## config.mk

```make
export PLATFORM = sky130hd
export DESIGN_NAME = speed_ramp_ctrl
export DESIGN_NICKNAME = d
export VERILOG_FILES = /design/src/rtl/speed_ctrl_pkg.sv /design/src/rtl/ramp_tick.sv /design/src/rtl/speed_ramp_ctrl.sv
export SDC_FILE = /design/constraint.sdc
export NUM_CORES = 1
export LEC_CHECK = 0
export ABC_AREA = 1
export CAP_MARGIN = 25
export CORE_UTILIZATION = 38
export DETAILED_ROUTE_END_ITERATION = 8
export GPL_ROUTABILITY_DRIVEN = 0
export PLACE_DENSITY_LB_ADDON = 0.25
export SLEW_MARGIN = 10
export SYNTH_ARGS = -nofsm -noshare
export SYNTH_HDL_FRONTEND = slang
export SYNTH_HIERARCHICAL = 1
export SYNTH_SLANG_ARGS = --single-unit
```

## constraint.sdc

```tcl
create_clock -name clk -period 5.2 [get_ports clk]
set_input_delay 1.04 -clock clk [delete_from_list [all_inputs] [get_ports clk]]
set_output_delay 1.04 -clock clk [all_outputs]
set_load 0.02 [all_outputs]
```

## src/rtl/speed_ctrl_pkg.sv

```systemverilog
// Shared types and default constants for the speed ramp sequencer.
package speed_ctrl_pkg;

  typedef enum logic [2:0] {
    IDLE,
    RAMP,
    HOLD,
    BRAKE,
    REVERSE
  } state_t;

  localparam int          DEF_STEP_DIV    = 1000;
  localparam logic [15:0] DEF_STOP_PERIOD = 16'hFFFF;
  localparam logic [15:0] DEF_MIN_PERIOD  = 16'd4;

endpackage

```

## src/rtl/ramp_tick.sv

```systemverilog
// Free-running prescaler that produces the ramp time base.
module ramp_tick #(
  parameter int STEP_DIV = 1000
) (
  input  logic clk,
  input  logic rst_n,
  output logic tick
);

  localparam int CW = (STEP_DIV > 1) ? $clog2(STEP_DIV) : 1;
  localparam logic [CW-1:0] LAST = CW'(STEP_DIV - 1);

  logic [CW-1:0] cnt_q;
  logic [CW-1:0] cnt_d;

  // Tick marks the last count of each period; the counter wraps on it.
  always_comb begin
    tick  = (cnt_q == LAST);
    cnt_d = tick ? '0 : cnt_q + CW'(1);
  end

  // Counter register; only reset clears it, commands never do.
  always_ff @(posedge clk or negedge rst_n) begin
    if (!rst_n) cnt_q <= '0;
    else        cnt_q <= cnt_d;
  end

endmodule

```

## src/rtl/speed_ramp_ctrl.sv

```systemverilog
// Command sequencer for the quadrature speed generator: ramps the period
// toward a target, brakes to standstill and reverses on direction change.
module speed_ramp_ctrl
  import speed_ctrl_pkg::*;
#(
  parameter int          PW          = 16,
  parameter int          STEP_DIV    = DEF_STEP_DIV,
  parameter logic [PW-1:0] STOP_PERIOD = PW'(DEF_STOP_PERIOD),
  parameter logic [PW-1:0] MIN_PERIOD  = PW'(DEF_MIN_PERIOD)
) (
  input  logic          clk,
  input  logic          rst_n,
  input  logic          cmd_valid,
  output logic          cmd_ready,
  input  logic [PW-1:0] cmd_period,
  input  logic          cmd_dir,
  input  logic [PW-1:0] cmd_step,
  output logic [PW-1:0] sq,
  output logic          dir,
  output logic          spd_rst,
  output logic          busy,
  output logic          at_target
);

  state_t        state_q, state_d;
  logic [PW-1:0] sq_q, sq_d;
  logic          dir_q, dir_d;
  logic          spd_rst_q;
  logic          at_target_q;
  logic [PW-1:0] tgt_q, tgt_d;
  logic          tdir_q, tdir_d;
  logic [PW-1:0] stp_q, stp_d;
  logic          stop_req_q, stop_req_d;

  logic          tick;
  logic          accept;
  logic          cmd_stop;
  logic [PW-1:0] cmd_tgt;
  logic [PW-1:0] cmd_stp;

  ramp_tick #(.STEP_DIV(STEP_DIV)) u_tick (
    .clk   (clk),
    .rst_n (rst_n),
    .tick  (tick)
  );

  // One ramp step toward tgt; differences are taken one bit wider so
  // neither direction can wrap or overshoot the target.
  function automatic logic [PW-1:0] rampStep(input logic [PW-1:0] cur,
                                             input logic [PW-1:0] tgt,
                                             input logic [PW-1:0] stp);
    logic [PW:0] diff;
    rampStep = cur;
    if (cur > tgt) begin
      diff     = {1'b0, cur} - {1'b0, tgt};
      rampStep = (diff > {1'b0, stp}) ? cur - stp : tgt;
    end else if (cur < tgt) begin
      diff     = {1'b0, tgt} - {1'b0, cur};
      rampStep = (diff > {1'b0, stp}) ? cur + stp : tgt;
    end
  endfunction

  // Normalise an offered command: zero period means stop, out-of-range
  // periods are clamped, and a zero step still makes progress.
  always_comb begin
    accept   = cmd_valid && cmd_ready;
    cmd_stop = (cmd_period == '0);
    if (cmd_stop)                     cmd_tgt = STOP_PERIOD;
    else if (cmd_period < MIN_PERIOD) cmd_tgt = MIN_PERIOD;
    else if (cmd_period > STOP_PERIOD) cmd_tgt = STOP_PERIOD;
    else                              cmd_tgt = cmd_period;
    cmd_stp = (cmd_step == '0) ? PW'(1) : cmd_step;
  end

  // State register.
  always_ff @(posedge clk or negedge rst_n) begin
    if (!rst_n) state_q <= IDLE;
    else        state_q <= state_d;
  end

  // Next-state and ramp arithmetic; an accepted command always takes
  // priority over a coincident tick, so that tick's step is skipped.
  always_comb begin
    state_d    = state_q;
    sq_d       = sq_q;
    dir_d      = dir_q;
    tgt_d      = tgt_q;
    tdir_d     = tdir_q;
    stp_d      = stp_q;
    stop_req_d = stop_req_q;
    case (state_q)
      IDLE: begin
        if (accept && !cmd_stop) begin
          tgt_d      = cmd_tgt;
          tdir_d     = cmd_dir;
          stp_d      = cmd_stp;
          stop_req_d = 1'b0;
          dir_d      = cmd_dir;
          state_d    = RAMP;
        end
      end
      RAMP: begin
        if (accept) begin
          tgt_d      = cmd_tgt;
          tdir_d     = cmd_dir;
          stp_d      = cmd_stp;
          stop_req_d = cmd_stop;
          if (cmd_dir != dir_q) state_d = BRAKE;
        end else if (tick) begin
          sq_d = rampStep(sq_q, tgt_q, stp_q);
          if (sq_d == tgt_q) state_d = stop_req_q ? BRAKE : HOLD;
        end
      end
      HOLD: begin
        if (accept) begin
          tgt_d      = cmd_tgt;
          tdir_d     = cmd_dir;
          stp_d      = cmd_stp;
          stop_req_d = cmd_stop;
          state_d    = (cmd_stop || cmd_dir != dir_q) ? BRAKE : RAMP;
        end
      end
      BRAKE: begin
        if (tick) begin
          sq_d = rampStep(sq_q, STOP_PERIOD, stp_q);
          if (sq_d == STOP_PERIOD) begin
            if (stop_req_q) begin
              state_d = IDLE;
            end else begin
              state_d = REVERSE;
              dir_d   = tdir_q;
            end
          end
        end
      end
      REVERSE: begin
        state_d = RAMP;
      end
      default: begin
        state_d = IDLE;
      end
    endcase
  end

  // Datapath and registered generator controls; reset and the reversal
  // cycle hold the generator in reset.
  always_ff @(posedge clk or negedge rst_n) begin
    if (!rst_n) begin
      sq_q        <= STOP_PERIOD;
      dir_q       <= 1'b0;
      spd_rst_q   <= 1'b1;
      at_target_q <= 1'b0;
      tgt_q       <= '0;
      tdir_q      <= 1'b0;
      stp_q       <= '0;
      stop_req_q  <= 1'b0;
    end else begin
      sq_q        <= sq_d;
      dir_q       <= dir_d;
      spd_rst_q   <= (state_d == IDLE) || (state_d == REVERSE);
      at_target_q <= (state_d == HOLD);
      tgt_q       <= tgt_d;
      tdir_q      <= tdir_d;
      stp_q       <= stp_d;
      stop_req_q  <= stop_req_d;
    end
  end

  // Status and handshake outputs decoded from the current state.
  always_comb begin
    busy      = (state_q != IDLE);
    cmd_ready = (state_q == IDLE) || (state_q == RAMP) || (state_q == HOLD);
    sq        = sq_q;
    dir       = dir_q;
    spd_rst   = spd_rst_q;
    at_target = at_target_q;
  end

endmodule

```

Word level (Yosys, flattened, before mapping)
Cells that the tools add are included.

word-level totals
  bits in registers = 66
  input bits = 36
  output and inout bits = 21
  logic and storage cells = 113

cells by class
  add/sub/neg operators = 7
  magnitude comparators = 10
  equal/unequal tests = 17
  multiplexer cells = 50
  reductions and logical operators = 19

operators with widths
  kind                    number
  $mux 16                 24
  $pmux 16 s2             3
  $gt 17x16->1            4
  $sub 16x16->17          2
  $gt 16x16->1 const B    2
  $logic_not 16->1        2
  $mux 3                  9
  $sub 16x16->17 const A  1
  $sub 16x16->17 const B  1
  $add 16x16->16          1
  $eq 16x16->1            1
  $eq 16x16->1 const B    1
  $gt 16x16->1            1
  $lt 16x16->1            1
  $lt 16x16->1 const B    1
  $lt 16x3->1 const B     1
  $sub 16x16->16          1
  $pmux 3 s5              1
  $ne 2x2->1 const B      6
  $add 10x1->10 const B   1
  $eq 10x10->1 const B    1
  $mux 10                 1
  $eq 3x2->1 const B      3
  $mux 1                  8
  16 further kinds        26

Depth between registers and ports, before layout
  depth after elaboration = 15
  mapped depth = 40

Cells and area by module
The synthesis kept the hierarchy.

modules (own cells, without submodules)
  module           instances  cells each  area an instance (sq um)  seq. area each (sq um)
  speed_ramp_ctrl  1          1210        7925.1                    1422.6
  ramp_tick        1          67          529.3                     250.2

Worst setup path before layout
OpenSTA, ideal clock, no wires.

  path type = flip-flop to flip-flop
  start = reg sq_q[1] (netlist: sq[1])
  end = reg spd_rst_q (netlist: spd_rst)
  arrival time = 4.275 ns
  data required time = 5.133 ns
  setup slack = 0.858 ns
  cell stages (with the launch flop) = 35
  cells stage by stage = dfstp_2 > inv_1 > ha_1 > nand2_1 > o21ai_0 > a21oi_1 > o21ai_0 > xor2_1 > ha_1 > nand2_1 > inv_1 > nand2_1 > nor2_1 > a21oi_1 > nand3_1 > nand2_1 > nand2_1 > nand2_1 > nand2_1 > nand2_1 > clkbuf_1 > nand3_1 > nand3_1 > nand2_1 > nand3_1 > nand2_1 > nor2_1 > nand2_1 > nor2_1 > nand3_1 > nand2_1 > nand3_1 > nand2_1 > nand2_2 > nor2_1

between the ends
  cells in the longest elaborated chain, start to end = 15
  elaborated cells on any way between the ends = 38

RTL lines
  item                                                  RTL line                text
  start: declaration                                    speed_ramp_ctrl.sv:26   logic [PW-1:0] sq_q, sq_d;
  start signal: assignment                              speed_ramp_ctrl.sv:158  sq_q <= sq_d;
  $sub 16x16->17                                        speed_ramp_ctrl.sv:58   diff = {1'b0, tgt} - {1'b0, cur};
  $gt 17x16->1                                          speed_ramp_ctrl.sv:59   rampStep = (diff > {1'b0, stp}) ? cur + stp : tgt;
  $mux 16                                               speed_ramp_ctrl.sv:59
  $mux 16                                               speed_ramp_ctrl.sv:57   end else if (cur < tgt) begin
  $mux 16                                               speed_ramp_ctrl.sv:54   if (cur > tgt) begin
  $mux 16                                               speed_ramp_ctrl.sv:109  end else if (tick) begin
  $mux 16                                               speed_ramp_ctrl.sv:103  if (accept) begin
  $mux 16                                               speed_ramp_ctrl.sv:91   case (state_q)
  $eq 16x16->1                                          speed_ramp_ctrl.sv:111  if (sq_d == tgt_q) state_d = stop_req_q ? BRAKE : HOLD;
  $mux 3                                                speed_ramp_ctrl.sv:111
  $mux 3                                                speed_ramp_ctrl.sv:109
  $mux 3                                                speed_ramp_ctrl.sv:103
  $pmux 3 s5 *                                          speed_ramp_ctrl.sv:91
  net state_d[0]                                        speed_ramp_ctrl.sv:25   state_t state_q, state_d;
  $eq 3x3->1 / $logic_not 3->1 (equally long branches)  speed_ramp_ctrl.sv:160  spd_rst_q <= (state_d == IDLE) || (state_d == REVERSE);
  $logic_or 1x1->1 *                                    speed_ramp_ctrl.sv:160
  end signal: assignment                                speed_ramp_ctrl.sv:160
  end: declaration                                      speed_ramp_ctrl.sv:28   logic spd_rst_q;

The timed path passes the listed nets; every way through them passes the cells marked *. The select of a mux whose other input is x is not followed.
A chain may end at the register's enable or synchronous reset.

Worst setup path after layout
  start = reg sq_q[0] (netlist: sq[0])
  end = reg spd_rst_q (netlist: spd_rst)

Same word-level chain as after synthesis.

==> summary.txt <==
STA
--------------------------------------------------------------------------------
Worst hold margin                                                       0.495 ns
Headroom to the max-slew limit                                             35.6%
Final critical delay including setup and external delays                 4.85 ns
Maximum clock rate                                                     0.206 GHz
Number of hold-slack violations in the final timing report                     0
Final setup violation count                                                    0
Total negative setup slack                                                  0 ns
Clock skew                                                            0.00953 ns
Slew of the pin with the lowest slew margin                             0.958 ns
Final period util                                                          93.4%
Unrepaired setup endpoints after global routing                            false
Worst-case setup margin in the final layout                             0.345 ns
Final Slew Violations                                                          0

CLOCK NETWORK
--------------------------------------------------------------------------------
TritonCTS clock tree                                                        done
Number of sinks on the clock net                                              66
Number of buffers created by CTS                                               9
Clock H-tree levels                                                            3
Clock latency on the worst-skew pair                                     0.36 ns
CTS hold repair buffers                                                        0
Clock slew at reported path FFs                                          0.07 ns
Cell at the root of the clock tree                                     clkbuf_16
Max Buffers Root-to-Sink                                                       2

SYNTH
--------------------------------------------------------------------------------
Synthesized area per cell                                             6.62 sq um
Warnings from Yosys                                                            6
Cells after synthesis                                                      1,277
Cell accounting for the most synthesized area                               ha_1
Most repeated cell in the gate-level netlist after synthesis             nand2_1
Total of flip-flops plus latches after synthesis                              66
Fraction of registers with async set or reset after synthesis               100%
Unique masters post-synth                                                     58
Top FF cell, synth                                                       dfrtp_1
Top-area cell type share of the netlist area                               16.3%
Net count after synthesis                                                  1,427
Syn Std Cell Area                                                     8450 sq um
Synth area leaders                                                  ha_1 (16%), dfrtp_1 (15%), nand2_1 (14%)
List of most frequent post-synthesis cells                          nand2_1 (323), inv_1 (153), ha_1 (110)
Register area share after synthesis                                        19.8%
Count of flip-flops with a built-in enable after synthesis                     0

LAYOUT
--------------------------------------------------------------------------------
Layout Cell Area excl Fill                                            9750 sq um
Finished Layout Cells                                                      1,616
Number of antenna cells inserted                                               0
Proportion of layout cells with a drive suffix above 1                     9.73%
Post-synthesis to final-layout area growth                                 15.3%
Final net count                                                            1,481

CRITICAL PATH
--------------------------------------------------------------------------------
CP endpoint kind                                                       flip-flop
Critical Path AT                                                         5.14 ns
Most used cell, CP                                                       nand2_1
Worst Path Max Fanout                                                         19
Slowest cell on crit path                                                dfstp_2
Crit start category                                                    flip-flop
Number of buffer and inverter stages on the critical path                      3
CP Data Required Time                                                    5.49 ns
Family with the most delay on the worst path                        simple AND/OR/NAND/NOR gates
CP peak stage delay                                                      0.59 ns
Category of the most critical setup path                            flip-flop to flip-flop

DETAILED ROUTING
--------------------------------------------------------------------------------
Count of vias placed by the detailed router                                9,016
Initial DRC count                                                            919
Number of vias per cell after detailed routing                              5.58
Total Routed Length                                                 30,800 microns
Wirelength per Cell                                                 19.0 microns
First-pass iteration count of the detailed router                              5
Routed Antenna Nets                                                            0
Count of unresolved DRC violations after routing                               0

GRT
--------------------------------------------------------------------------------
Wire length of the first global-routing pass                        46,800 microns
Sum of overflow across all layers after global routing                         0
Number of antenna violations at the first check in global routing              0
Combined global-route utilization of all metal layers                      27.7%
Vias in the first global route                                             8,334
Maximum number of pins on one net before global-route repair                  67

FLOORPLANNING
--------------------------------------------------------------------------------
Core Rows                                                                     54
Die Span X                                                           151 microns
I/O pin cnt                                                                   57
Initial core utilization                                                   38.7%
Total core area                                                     21,800 sq um
Die boundary height                                                  151 microns
Die ar.                                                             22,800 sq um

PLACEMENT
--------------------------------------------------------------------------------
Setup slack at placement                                               0.0713 ns
Area after detailed placement                                         9370 sq um
Number of input and output port buffers inserted                              56
HPWL reported at the end of detailed placement                      24,500 microns
Count of placed standard cells including taps                              1,595

OUTCOME
--------------------------------------------------------------------------------
Run status                                                             completed

POWER
--------------------------------------------------------------------------------
Power density relative to cell area                                  663 nW/um^2
Max VDD drop                                                            0.339 mV
Leakage power total                                                      4.92 nW

MIN PATH
--------------------------------------------------------------------------------
Worst hold path type                                                flip-flop to flip-flop

JOB
--------------------------------------------------------------------------------
Maximum Capacitance Violations                                                 0

## where the power goes
group	internal (W)	switching, W	total, W
Combinational	0.00166	0.00332	0.00498
Clock	0.000331	0.000292	0.000622
Sequential	0.000665	0.000193	0.000858
## state kept, by name, summed over array words and instances, names as in the netlist
register / cells
spd_rst: 1
stp_q: 16
dir: 1
tdir_q: 1
at_target: 1
tgt_q: 16
stop_req_q: 1
sq: 16
state_q: 3
u_tick/cnt_q: 10
## kinds of logic after synthesis
| family | synth area share (%) |
|---|---|
| simple gates | 29.6 |
| compound gates | 17.8 |
| buf+inv | 9.65 |
| fa+ha+maj | 17.2 |
| flops | 19.8 |
| xor+xnor | 5.91 |
## layer usage
metal  wire, microns  global-route usage [%]  vias up
met3            2460                    3.80       72
met4            1360                    13.9        0
li1                -                       -     4302
met2           13800                    43.6      413
met5               0                       0        -
met1           13100                    37.0     4229
## repair_timing
| action | in CTS | in global routing |
|---|---|---|
| resized for setup | 0 | 16 |
| endpoints found under the setup margin | 0 | 6 |
| buffers inserted | 0 | 5 |
## worst paths after layout
path                             from         end  slack (ns)  depth (start not counted)
hold / removal             stop_req_q  state_q[2]        0.49                          1
max in group asynchronous       rst_n    stp_q[6]        3.76                          1
setup reg to reg                sq[0]     spd_rst        0.35                         31
min in group asynchronous       rst_n   stp_q[12]        0.79                          1
setup / recovery                sq[0]     spd_rst        0.35                         31
hold reg to reg            stop_req_q  state_q[2]        0.49                          1
## cells in the final DEF (no fill, tap or decap), types with 8 or more instances in the layout
master	n
nand2_2	11
o21ai_1	17
o211ai_1	13
nand4_1	9
buf_4	30
nor3_1	14
inv_1	152
dfrtp_1	49
dfstp_2	17
clkbuf_16	9
o21bai_1	8
a21oi_1	78
nand2_1	322
xor2_1	48
ha_1	104
nor2_1	87
nand3_1	88
xnor2_1	9
o21ai_0	107
clkdlybuf4s50_1	55
nor2_2	10
## cell type report
| type | instances | area (sq um) |
|---|---|---|
| clock buffer | 9 | 225 |
| clock inverter | 7 | 60.1 |
| fill | 2252 | 12100 |
| inverter | 161 | 612 |
| multi-input combinational | 1007 | 6030 |
| sequential | 66 | 1670 |
| tap | 280 | 350 |
| timing repair buffer | 86 | 796 |
## worst reg2reg max path, delay by kind of cell (launching register included)
| kind | cells | cell delay (ns) |
|---|---|---|
| AOI/OAI and AO/OA | 2 | 0.51 |
| xor gates and xnor gates | 1 | 0.13 |
| adders and majority gates | 3 | 0.99 |
| buffers and inverters | 3 | 0.39 |
| DFF | 1 | 0.59 |
| and+or+nand+nor | 22 | 2.18 |
## through the flow
step | util (%) | total power [W]
after floorplan | - | 0.00429
after global placement | 42.9 | 0.00564
after detailed placement | 42.9 | 0.00565
after CTS | 44.2 | 0.00632
after global routing | 44.7 | 0.00705
final | 44.7 | 0.00646
Power figures use the tool's default switching activity.
